[src/rtl/button_debounce.sv]
// ----------------------------------------------------------------------------
// button_debounce
//   Debounces three pushbuttons. Each raw level goes through a 2-flop
//   synchronizer. A shared prescaler produces a 1 ms strobe. An independent
//   4-state FSM per button accepts a new level only after it has held for
//   DEBOUNCE_MS strobes. The first strobe is partial, so acceptance takes
//   between (DEBOUNCE_MS-1) ms and DEBOUNCE_MS ms after the synced edge.
//
//   Parameters
//     CLK_HZ       iClk frequency in Hz
//     DEBOUNCE_MS  stable time in ms, legal range 1..31
//
//   Ports
//     iClk             clock, rising edge
//     iRst             asynchronous active-high reset
//     iButtonsRaw[2:0] raw button levels (bit n = button n)
//     oButtonsPressed  debounced levels, 1 = pressed (registered)
//     oButtonsRose     one-cycle pulse on each accepted 0->1 (registered)
//     oTickMs          1 ms strobe, exported for debug
//
//   Optional build macro
//     BUTTONS_ACTIVE_LOW_EN  raw inputs are active-low (board KEYs, 0 = pressed).
//                            The inputs are inverted ahead of the synchronizer.
// ----------------------------------------------------------------------------

// Per-button qualification FSM. sync_in is already synchronized and active-high.
module button_debounce_lane #(
    parameter int DEBOUNCE_MS = 20
) (
    input  logic clk,
    input  logic rst,
    input  logic sync_in,
    input  logic tick,
    output logic pressed,
    output logic rose
);
    typedef enum logic [1:0] {
        RELEASED        = 2'd0,
        PRESS_PENDING   = 2'd1,
        PRESSED         = 2'd2,
        RELEASE_PENDING = 2'd3
    } state_t;

    localparam logic [4:0] CNT_LAST = 5'(DEBOUNCE_MS - 1);

    state_t     state_q, state_d;
    logic [4:0] cnt_q, cnt_d;
    logic       pressed_q, pressed_d;
    logic       rose_q, rose_d;

    always_ff @(posedge clk or posedge rst) begin
        if (rst) begin
            state_q   <= RELEASED;
            cnt_q     <= '0;
            pressed_q <= 1'b0;
            rose_q    <= 1'b0;
        end else begin
            state_q   <= state_d;
            cnt_q     <= cnt_d;
            pressed_q <= pressed_d;
            rose_q    <= rose_d;
        end
    end

    // The counter stops at CNT_LAST. The tick seen at CNT_LAST causes the
    // transition instead of an increment, so the counter cannot wrap.
    always_comb begin
        state_d = state_q;
        cnt_d   = cnt_q;
        case (state_q)
            RELEASED: begin
                if (sync_in) begin
                    state_d = PRESS_PENDING;
                    cnt_d   = '0;
                end
            end
            PRESS_PENDING: begin
                if (!sync_in) begin
                    state_d = RELEASED;
                end else if (tick) begin
                    if (cnt_q == CNT_LAST) state_d = PRESSED;
                    else                   cnt_d   = cnt_q + 5'd1;
                end
            end
            PRESSED: begin
                if (!sync_in) begin
                    state_d = RELEASE_PENDING;
                    cnt_d   = '0;
                end
            end
            RELEASE_PENDING: begin
                if (sync_in) begin
                    state_d = PRESSED;
                end else if (tick) begin
                    if (cnt_q == CNT_LAST) state_d = RELEASED;
                    else                   cnt_d   = cnt_q + 5'd1;
                end
            end
            default: begin
                state_d = RELEASED;
                cnt_d   = '0;
            end
        endcase

        // The outputs are registered from the next state, so they track the
        // FSM state register with no extra cycle of lag.
        pressed_d = (state_d == PRESSED) || (state_d == RELEASE_PENDING);
        // Only a qualification from PRESS_PENDING fires the pulse. A glitch
        // that returns from RELEASE_PENDING does not fire it.
        rose_d    = (state_q == PRESS_PENDING) && (state_d == PRESSED);
    end

    assign pressed = pressed_q;
    assign rose    = rose_q;
endmodule

module button_debounce #(
    parameter int CLK_HZ      = 50000000,
    parameter int DEBOUNCE_MS = 20
) (
    input  logic       iClk,
    input  logic       iRst,
    input  logic [2:0] iButtonsRaw,
    output logic [2:0] oButtonsPressed,
    output logic [2:0] oButtonsRose,
    output logic       oTickMs
);
    localparam int NUM_BTN  = 3;
    localparam int TICK_DIV = CLK_HZ / 1000;
    localparam int PW       = (TICK_DIV > 1) ? $clog2(TICK_DIV) : 1;
    localparam logic [PW-1:0] PS_MAX = PW'(TICK_DIV - 1);

    // Inversion happens before the synchronizer. The synced domain is
    // therefore always active-high, and the released level after reset is 0
    // in both builds.
    logic [NUM_BTN-1:0] btn_in;
`ifdef BUTTONS_ACTIVE_LOW_EN
    assign btn_in = ~iButtonsRaw;
`else
    assign btn_in = iButtonsRaw;
`endif

    logic [NUM_BTN-1:0] sync1_q, sync1_d;
    logic [NUM_BTN-1:0] sync2_q, sync2_d;
    logic [PW-1:0]      ps_q, ps_d;
    logic               tick;

    always_ff @(posedge iClk or posedge iRst) begin
        if (iRst) begin
            sync1_q <= '0;
            sync2_q <= '0;
            ps_q    <= '0;
        end else begin
            sync1_q <= sync1_d;
            sync2_q <= sync2_d;
            ps_q    <= ps_d;
        end
    end

    assign tick = (ps_q == PS_MAX);

    always_comb begin
        sync1_d = btn_in;
        sync2_d = sync1_q;
        ps_d    = tick ? '0 : ps_q + PW'(1);
    end

    genvar g;
    generate
        for (g = 0; g < NUM_BTN; g++) begin : g_lane
            button_debounce_lane #(
                .DEBOUNCE_MS(DEBOUNCE_MS)
            ) u_lane (
                .clk    (iClk),
                .rst    (iRst),
                .sync_in(sync2_q[g]),
                .tick   (tick),
                .pressed(oButtonsPressed[g]),
                .rose   (oButtonsRose[g])
            );
        end
    endgenerate

    assign oTickMs = tick;
endmodule

[config.mk]
export PLATFORM = sky130hd
export DESIGN_NAME = button_debounce
export DESIGN_NICKNAME = d
export VERILOG_FILES = /design/src/rtl/button_debounce.sv
export SDC_FILE = /design/constraint.sdc
export NUM_CORES = 1
export LEC_CHECK = 0
export CORE_ASPECT_RATIO = 0.75
export CORE_MARGIN = 3
export CORE_UTILIZATION = 40
export DETAILED_ROUTE_END_ITERATION = 8
export PLACE_DENSITY_LB_ADDON = 0.08
export SLEW_MARGIN = 10
export SYNTH_ARGS = -nofsm -noshare
export SYNTH_HDL_FRONTEND = slang
export SYNTH_HIERARCHICAL = 1
export SYNTH_SLANG_ARGS = --single-unit
[constraint.sdc]
create_clock -name iClk -period 3.45 [get_ports iClk]
set_clock_uncertainty 0.05 [all_clocks]
set_input_delay 0.5175 -clock iClk [delete_from_list [all_inputs] [get_ports iClk]]
set_output_delay 0.5175 -clock iClk [all_outputs]
set_load 0.005 [all_outputs]
* Yosys cells after proc, flatten, opt, wreduce, memory -nomap -nowiden
Index checks and enable logic that the tools add are counted.
Cells by class: add/subtract/negate cells 4, eq/ne operators 31, muxes and demuxes 49, reduce and logical (&&, ||, !) cells 12
Operator list (count):
- 5-bit 2-to-1 mux | 18
- 5-bit one-hot mux with 4 select lines | 3
- 2-bit 2-to-1 mux | 24
- 2-bit equality test, second input constant | 12
- 2-bit != test, second input constant | 12
- 2-bit one-hot mux with 4 select lines | 3
- 16-bit by 1-bit adder with 16-bit output, second input constant | 1
- 16-bit equality test, second input constant | 1
- 16-bit 2-to-1 mux | 1
- 5-bit by 1-bit adder with 5-bit output, second input constant | 3
- 5-bit equality test, second input constant | 3
- 4-bit AND reduction | 3
- 2-bit by 1-bit equality test with 1-bit output, second input constant | 3
- 2-bit zero test | 3
- 1-bit logical AND | 3
- 1-bit logical OR | 3
Storage, ports and cells: bits in registers 49, input bits 5, output and inout bits 7, word-level logic and storage cells 111

* Depth between registers and ports, before layout
Gate-level depths: netlist (run 1).
word-level depth 7, gate-level depth with buffers 6, gate-level depth less buffers 6

* Cells and area by module
The synthesis (run 1) kept the hierarchy.
Modules (own cells, without submodules):
- button_debounce_lane | instances 3, cells each 41, area an instance 450.4 um^2, sequential area each 225.2 um^2
- button_debounce | instances 1, cells each 74, area an instance 907.1 um^2, sequential area each 550.5 um^2

* Least setup slack after synthesis (run 1)
No wires, ideal clock.
path type register to register, start reg ps_q[4], end reg g_lane[0].u_lane.cnt_q[3], library setup time 69 ps, arrival 2599 ps, data required time 3331 ps, setup slack 732 ps, stages on the path, launching flop included 6, path buffers 0, clock period less this slack 2718 ps, cell sequence dfrtp_1 or4b_4 nor4_4 nand4_1 or4b_1 nand3_1
Between the ends: longest elaborated chain between the ends 4, elaborated cells between the ends (all ways) 5, those cells by class eq/ne: 1; mux: 4
RTL lines:
- from (decl) | RTL line 145 | logic [PW-1:0] ps_q, ps_d;
- from (signal assigned) | RTL line 156 | ps_q <= ps_d;
- 16-bit equality test (*) | RTL line 160 | assign tick = (ps_q == PS_MAX);
- via oTickMs | RTL line 126 | output logic oTickMs
- 5-bit 2-to-1 mux (*)
- 5-bit 2-to-1 mux, on equally long branches
- 5-bit one-hot mux with 4 select lines (*)
- to (signal assigned) | RTL line 59 | cnt_q <= cnt_d;
- to (decl) | RTL line 47 | logic [4:0] cnt_q, cnt_d;
Mark *: on every way through the listed nets, which the timed path passes. The rest lies on a longest branch. The select of a mux whose other input is x is not followed. A chain may end at the register's enable or synchronous reset.

* Final worst setup path (run 1)
start reg ps_q[11], end out oTickMs
Between the ends: longest elaborated chain between the ends 1
RTL lines (RTL line):
- 16-bit equality test | 160
- to (decl) | 126
No other way between the ends.

==> results of run 1 <==
-- stage by stage --
step           hold slack, ps  total power [uW]
2_1_floorplan             281               616
3_3_place_gp              284               627
3_5_place_dp              287               628
4_1_cts                   307               955
5_1_grt                   310               985
6_report                  304               942
-- placed cells by master (no fill, tap or decap), drive strengths merged, types with 6 or more instances in the layout --
cell type,count
xor2,7
clkdlybuf4s50,11
or4b,7
xnor2,8
dfrtp,49
nand4,12
clkbuf,8
nor3b,6
mux2,6
nor2,9
nand2,14
nand3,18
inv,13
-- worst max path at each step --
stage               startpoint                   endpoint  slack (ps)  cells past startpoint
floorplan              ps_q[4]  g_lane[0].u_lane/cnt_q[3]         730                      5
global placement       ps_q[4]  g_lane[2].u_lane/cnt_q[3]        1060                      6
detailed placement     ps_q[4]  g_lane[2].u_lane/cnt_q[3]         950                      6
CTS                   ps_q[11]                    oTickMs         700                      3
global route           ps_q[0]                    oTickMs         630                      4
finish                ps_q[11]                    oTickMs         710                      3
-- critical path, cell delays in order, from the launching register on --
cell	delay (ps)
dfrtp_1	430
or4bb_1	590
nor4_4	290
clkdlybuf4s50_1	560
-- state kept, by name, indices dropped and copies added, names as in the netlist --
| register | cells |
|---|---|
| ps_q | 16 |
| g_lane.u_lane/cnt_q | 15 |
| g_lane.u_lane/state_q | 6 |
| g_lane.u_lane/pressed | 3 |
| g_lane.u_lane/rose | 3 |
| sync1_q | 3 |
| sync2_q | 3 |
-- layer usage --
metal	track usage [%]	share of wire, %
met5	0	0
met4	3.58	0.84
met3	3.72	4.7
met2	20.4	44
met1	20.1	50
-- logic make-up (layout without fill, tap and decap cells) --
logic type	Yosys count	in the layout	synth area share, %
flip-flops	49	49	54.3
buffers and inverters	13	33	2.16
AND/OR/NAND/NOR	89	89	25.3
multiplexers	10	10	4.76
AO/OA/AOI/OAI	17	17	5.43
XOR/XNOR	15	15	5.82
adder cells (fa/ha/maj)	4	4	2.22
-- cell type report --
class | count | area [sq um]
Multi-Input combinational cell | 135 | 983
Inverter | 13 | 48.8
Timing Repair Buffer | 12 | 118
Sequential cell | 49 | 1230
Tap cell | 75 | 93.8
Fill cell | 535 | 2860
Clock buffer | 8 | 80.1
-- power groups by stage --
stage	combinational (uW)	sequential, uW	clock, uW
after floorplan	21.0	595	0
after global placement	31.3	596	0
after detailed placement	31.9	596	0
after CTS	32.2	585	338
after global routing	35.7	586	363
final	30.9	585	326
==> metrics.csv, run 1 <==
metric,value,unit
finish.net_count,225,
yosys-top-cells-area,"dfrtp_1 (54%), nand3_1 (4.0%), nand4_1 (3.3%)",
gr-total-overflow,0,
clock_tree.root_cell,clkbuf_8,
timing.critical_path.fanout_max,4,
die_h,71.1,um
wire_per_inst,14.2,um
power_frac_comb,3.3,%
finalWorstPathRequiredPeriod,2740,ps
layout_setup_ws,713,ps
drive_gt1_share,6.91,%
routed-via-count,1606,
synth.yosys.seq_area_share,54.3,%
hold_buffers,0,
clkTransAtPathRegs,90,ps
power.internal,735,uW
timing.setup.tns,0,ps
pwr_dens,369,mW/mm^2
setup_slack_placement,950,ps
post_synth_num_cell_types,32,
clk_latency,290,ps
synth-seq-cells,49,
setup-violations-final,0,
rrSetupSlack,920,ps
worstRegToRegCells,6,
detail_route.iter0.violations,77,
post_synth_edffs,0,
gp_routability_congestion,0.829,
cts_buffers,5,
boundaryPins,12,
port-buffer-count,11,
min_period_over_period,79.3,%
worst-slew-pin-transition,827,ps
mappedNetlistArea,0.00226,sq mm
grt_start_max_net_pins,31,
top_post_synthesis_cells_by_count,"dfrtp_1 (49), nand3_1 (18), nand2_1 (14)",
synth_top_cell_area_share,54.3,%
path_class,flop to output pin,
worstPathRequired,2880,ps
min_delay_worst_endpoint,sync2_q[0],
postCtsSetupBuffers,0,
route.detailed.vias_per_inst,5.50,
clockPowerShare,34.6,%
total_count_of_hold_check_failures_in_the_final_report,0,
syn_to_final_growth,12.9,%
async_flop_share,100,%
power_leakage,0.00111,uW
die-area,0.00659,sq mm
worst_vdd_ir,202,uV
final_area,0.00255,sq mm
initial_core_util,41.7,%
drc,0,
max_cap_viol_count,0,
grt_pass1_vias,1523,
crit_path_start_kind,flop,
antenna_found_initial,0,
synth.net_count,206,
drt_first_pass_iters,4,
grt_usage,13.8,%
cp_data_arrival_time,2170,ps
totalWireLength,4.15,mm
finalNonFillerCells,292,
fp.dieW,92.8,um
clkSinkCount,49,
yosys_warnings,6,
synthMostInstantiatedCell,dfrtp_1,
setup_repair_after_global_routing_missed_its_margin,no,
run_status,"finished, final reports clean",
slew_headroom,44.8,%
post_cts_resize_count,0,
total_number_of_h_tree_levels,2,
maxSlewViolCount,0,
critPathCaptureType,output pin,
floorplan.rows,23,
hold_start,sync1_q[0],
p_seq_share,62.1,%
route.antenna.remaining_nets,0,
crit-reg2reg-capture,g_lane[2].u_lane/cnt_q[3],
hp-class,flop to flop,
critical_path.reg2reg.startpoint,ps_q[11],
synth.largest_area_cell,dfrtp_1,
dpl_cell_area,0.00247,sq mm
dp_hpwl,2.86,mm
numPlacedInstances,284,
floorplan.core_area,0.00541,sq mm
power_switching,207,uW
antenna_cells_inserted,0,
cts_tree,built,
swShare,22.0,%
clock.fmax,365,MHz
synth_ff_type,dfrtp_1,
final_core_utilization,47.1,%
grt_pass1_wl,7.23,mm
syn_area_per_cell,11.5,sq um
syn_inst,197,
hold_path_cells,0,
max-clock-path-buffers,2,
(Power assumes the default switching activity.)
==> run 2: changes to the inputs <==
==> constraint.sdc (replaced) <==
create_clock -name iClk -period 2.4 [get_ports iClk]
set_clock_uncertainty 0.05 [all_clocks]
set_input_delay 0.36 -clock iClk [delete_from_list [all_inputs] [get_ports iClk]]
set_output_delay 0.36 -clock iClk [all_outputs]
set_load 0.005 [all_outputs]
==> run 2 against run 1 <==
  * Flip-flop and latch count unchanged
  * Sequential share of layout area shrank 2.8 points
  * Clock power increased by 47%
  * First-iteration DRC count is 26% lower
==> metrics.csv, run 2 (synthesized netlist as in run 1, its figures left out) <==
metric,value,unit
crit_path_start_kind,flop,
hold_buffers,0,
total_number_of_h_tree_levels,2,
cts_tree,built,
routed-via-count,1647,
grt_pass1_wl,7.65,mm
initial_core_util,41.7,%
gp_routability_congestion,0.866,
regMostFlops,ps_q,
rrSetupSlack,80,ps
drc,0,
fp.dieW,92.8,um
antenna_cells_inserted,0,
sequence_of_cells_on_the_critical_path,or4bb_4 -> nor4_4 -> dlygate4sd2_1,
gr-total-overflow,0,
wire_per_inst,14.4,um
clock.fmax,431,MHz
grt_usage,14.3,%
clkTransAtPathRegs,80,ps
syn_to_final_growth,20.1,%
critPathCaptureType,output pin,
drive_gt1_share,16.3,%
route.antenna.remaining_nets,0,
boundaryPins,12,
clock_tree.root_cell,clkbuf_8,
cp_data_arrival_time,1910,ps
worstRegToRegCells,7,
layout_commonest_cell,dfrtp_1,
slew_headroom,51.6,%
final_core_utilization,50.1,%
grt_start_max_net_pins,21,
antenna_found_initial,0,
most_frequent_cells_in_the_layout,"dfrtp_1 (48), nand3_1 (16), buf_4 (16)",
path_class,flop to output pin,
crit-reg2reg-capture,g_lane[0].u_lane/state_q[1],
timing.critical_path.fanout_max,3,
timing.critical_path.buf_inv,1,
setup_repair_after_global_routing_missed_its_margin,yes,
timing.critical_path.to,oTickMs,
largest_registers,"ps_q: 16 flops, g_lane.u_lane/cnt_q: 15 flops, g_lane.u_lane/state_q: 6 flops",
power_leakage,0.00121,uW
hp-class,primary input to asynchronous set/reset pin,
worst_vdd_ir,276,uV
pwr_dens,505,mW/mm^2
maxSlewViolCount,0,
crit_path_max_incr_delay,550,ps
critPathSlowestCell,or4bb_4,
crit_family,simple AND/OR/NAND/NOR gates,
setup-violations-final,0,
crit_path_start,ps_q[13],
run_status,"finished, final reports clean",
max_cap_viol_count,0,
clk_latency,290,ps
dp_hpwl,3.07,mm
floorplan.rows,23,
route.detailed.vias_per_inst,5.35,
grt_pass1_vias,1614,
max-clock-path-buffers,2,
number_of_flip_flops_under_the_largest_register_name,16,
totalWireLength,4.43,mm
finalWorstPathRequiredPeriod,2320,ps
clkSinkCount,49,
min_period_over_period,96.6,%
die_h,71.1,um
cts_buffers,5,
finalNonFillerCells,308,
detail_route.iter0.violations,57,
port-buffer-count,11,
drt_first_pass_iters,4,
worstPathRequired,1990,ps
die-area,0.00659,sq mm
worst-slew-pin-transition,721,ps
total_count_of_hold_check_failures_in_the_final_report,0,
critical_path_depth,3,
finish.net_count,242,
critical_path.reg2reg.startpoint,ps_q[13],
numPlacedInstances,292,
floorplan.core_area,0.00541,sq mm
-- run 2: routing by layer --
metal,GRT usage (%),part of all wire [%],up-vias
li1,-,-,794
met1,20.3,47,810
met2,22.3,48,43
met3,4.04,5.0,0
met4,2.93,0,0
met5,0,0,-
-- run 2: power by group --
| group | internal (uW) | leakage (uW) | switching (uW) |
|---|---|---|---|
| Combinational | 17.6 | 0.000517 | 30.1 |
| Sequential | 832 | 0.000648 | 8.74 |
| Clock | 229 | 0.0000443 | 251 |
-- run 2: worst min path at each step --
stage,from,endpoint,depth (start not counted)
3_3_place_gp,sync1_q[1],sync2_q[1],0
4_1_cts,iRst,sync1_q[1],2
3_5_place_dp,sync1_q[0],sync2_q[0],0
2_1_floorplan,iRst,g_lane[0].u_lane/cnt_q[0],1
5_1_grt,iRst,sync1_q[1],2
6_report,iRst,sync2_q[1],2
-- run 2: cell type report --
cell class / count / area, sq um
clock buffers: 7 / 86.3
fillers: 513 / 2700
inverters: 13 / 48.8
multi-input cells: 135 / 1000
flip-flops and latches: 49 / 1230
well taps: 75 / 93.8
repair buffers: 29 / 251
-- run 2: stage by stage --
step | hold WS (ps) | setup TNS, ps | total power, uW | instance area [sq um] | setup WS, ps
after floorplan | 138 | -4690 | 885 | 2260 | -316
after global placement | 285 | 0 | 902 | 2530 | 116
after detailed placement | 285 | 0 | 905 | 2530 | 11.4
after CTS | 274 | -6.18 | 1390 | 2620 | -3.46
after global routing | 303 | -78.7 | 1430 | 2710 | -24.8
final | 291 | 0 | 1370 | 2710 | 81.7
-- run 2: timing repair --
action,in CTS,in global routing
setup buffers,0,9
endpoints found under the setup margin,4,11
resized for setup,1,9
pin swaps,0,1
==> run 3: changes to the inputs <==
--- a/config.mk
+++ b/config.mk
@@ -5,10 +5,13 @@
 export SDC_FILE = /design/constraint.sdc
 export NUM_CORES = 1
 export LEC_CHECK = 0
+export CELL_PAD_IN_SITES_DETAIL_PLACEMENT = 0
+export CELL_PAD_IN_SITES_GLOBAL_PLACEMENT = 1
 export CORE_ASPECT_RATIO = 0.75
 export CORE_MARGIN = 3
 export CORE_UTILIZATION = 40
 export DETAILED_ROUTE_END_ITERATION = 8
+export HOLD_SLACK_MARGIN = 0.03
 export PLACE_DENSITY_LB_ADDON = 0.08
 export SLEW_MARGIN = 10
 export SYNTH_ARGS = -nofsm -noshare
==> run 3 against run 2 <==
  * Combinational power down 2%
  * Critical path type is now flop to flop
  * Clock power up 10%
  * Power up 3.7%
  * The flow now finishes with violations (negative setup slack)
  * Register-to-register slack worse by 80 ps
  * Routed wire length up 1.9%
  * Global-route usage up 0.29 points
==> metrics.csv, run 3 (synthesized netlist as in run 1, its figures left out) <==
metric,value,unit
die-area,0.00659,sq mm
timing.setup.tns,-1.20,ps
maxSlewViolCount,0,
gr-total-overflow,0,
most_frequent_cells_in_the_layout,"dfrtp_1 (49), buf_4 (20), nand3_1 (17)",
antenna_cells_inserted,0,
power_leakage,0.00125,uW
grt_pass1_wl,7.78,mm
layout_commonest_cell,dfrtp_1,
clockPowerShare,37.4,%
crit_path_start_kind,flop,
gr-usage-met3,4.04,%
route.detailed.vias_per_inst,5.26,
path_class,flop to flop,
finish.net_count,247,
finalWorstPathRequiredPeriod,2400,ps
max-clock-path-buffers,2,
grt_start_max_net_pins,21,
totalWireLength,4.51,mm
finalNonFillerCells,314,
cp_data_arrival_time,2590,ps
boundaryPins,12,
run_status,"complete, but fails checks",
clock.fmax,416,MHz
drt_first_pass_iters,4,
floorplan.rows,23,
clkSinkCount,49,
layout_setup_ws,-1.20,ps
route.antenna.remaining_nets,0,
regMostFlops,ps_q,
drive_gt1_share,18.4,%
dpl_cell_area,0.00254,sq mm
nFillCells,506,
cts_tree,built,
drc,0,
min_period_over_period,100,%
slew_headroom,51.9,%
port-buffer-count,11,
grt_busiest_layer,met2,
dp_hpwl,3.05,mm
timing.hold.ws,290,ps
use_met2,22.7,%
clock_tree.root_cell,clkbuf_8,
number_of_flip_flops_under_the_largest_register_name,16,
setup-violations-final,1,
clk_latency,300,ps
swShare,21.7,%
total_number_of_h_tree_levels,2,
p_seq_share,59.3,%
worst-slew-pin-transition,717,ps
antenna_found_initial,0,
critPathCaptureType,flop,
worstPathRequired,2580,ps
regArea,0.00123,sq mm
failed_checks,negative setup slack,
total_count_of_hold_check_failures_in_the_final_report,0,
routed-via-count,1652,
initial_core_util,41.7,%
fp.dieW,92.8,um
gr-usage-met1,20.2,%
setup_repair_after_global_routing_missed_its_margin,yes,
grt_pass1_vias,1650,
pwr_dens,515,mW/mm^2
syn_to_final_growth,22.0,%
timing.critical_path.fanout_max,5,
gp_routability_congestion,0.893,
largest_registers,"ps_q: 16 flops, g_lane.u_lane/cnt_q: 15 flops, g_lane.u_lane/state_q: 6 flops",
detail_route.iter0.violations,43,
hp-class,primary input to asynchronous set/reset pin,
die_h,71.1,um
clkTransAtPathRegs,90,ps
numPlacedInstances,293,
grt_usage,14.6,%
cts_buffers,5,
power_switching,308,uW
hold_buffers,0,
wire_per_inst,14.4,um
max_cap_viol_count,0,
final_area,0.00276,sq mm
power_frac_comb,3.3,%
floorplan.core_area,0.00541,sq mm
power.internal,1110,uW
multi_input_area,998,sq um
setup_slack_placement,-1.61,ps
worst_vdd_ir,232,uV
run 3: routing by layer:
metal	share of wire [%]	up-vias
li1	-	806
met1	50	826
met2	46	14
met3	2.9	6
met4	1.1	0
met5	0	-
run 3: what timing repair did:
| action | in CTS | in global routing |
|---|---|---|
| hold endpoints to repair | 0 | 0 |
| gates resized for setup | 2 | 8 |
| endpoints found under the setup margin | 3 | 12 |
| pin swaps | 0 | 2 |
| gates cloned | 0 | 2 |
| setup buffers | 0 | 11 |
run 3: critical path: stages (launching register included):
cell	delay (ps)
dfrtp_1	410
or4bb_4	570
nor4_4	250
buf_4	190
buf_6	130
nand4_1	130
or4b_1	520
nand3_2	90
run 3: stage by stage:
step / utilization [%] / power (uW)
floorplan: - / 885
global placement: 46.9 / 904
detailed placement: 46.9 / 905
CTS: 48.8 / 1440
global route: 50.9 / 1490
finish: 50.9 / 1420
run 3: final timing paths:
check | depth (start not counted) | to | slack (ps) | start
max | 7 | g_lane[1].u_lane/cnt_q[4] | -1 | ps_q[12]
min | 2 | sync2_q[2] | 290 | iRst
max reg2reg | 7 | g_lane[1].u_lane/cnt_q[4] | -1 | ps_q[12]
min reg2reg | 0 | sync2_q[2] | 310 | sync1_q[2]
max in group asynchronous | 3 | sync1_q[1] | 1550 | iRst
min in group iClk | 0 | sync2_q[2] | 310 | sync1_q[2]
run 3: power by group through the flow:
stage          clock (uW)  sequential, uW  combinational [uW]
5_1_grt               589             843                53.7
2_1_floorplan           0             855                30.3
6_report              530             842                46.9
4_1_cts               548             841                47.8
3_5_place_dp            0             858                47.7
3_3_place_gp            0             857                46.8
run 3: cell type report:
cell class / count / share of cell area (%)
Sequential cell: 49 / 44.5
Multi-Input combinational cell: 135 / 36.2
Timing Repair Buffer: 34 / 10.4
Clock buffer: 7 / 3.50
Tap cell: 75 / 3.41
Inverter: 13 / 1.77
Clock inverter: 1 / 0.182
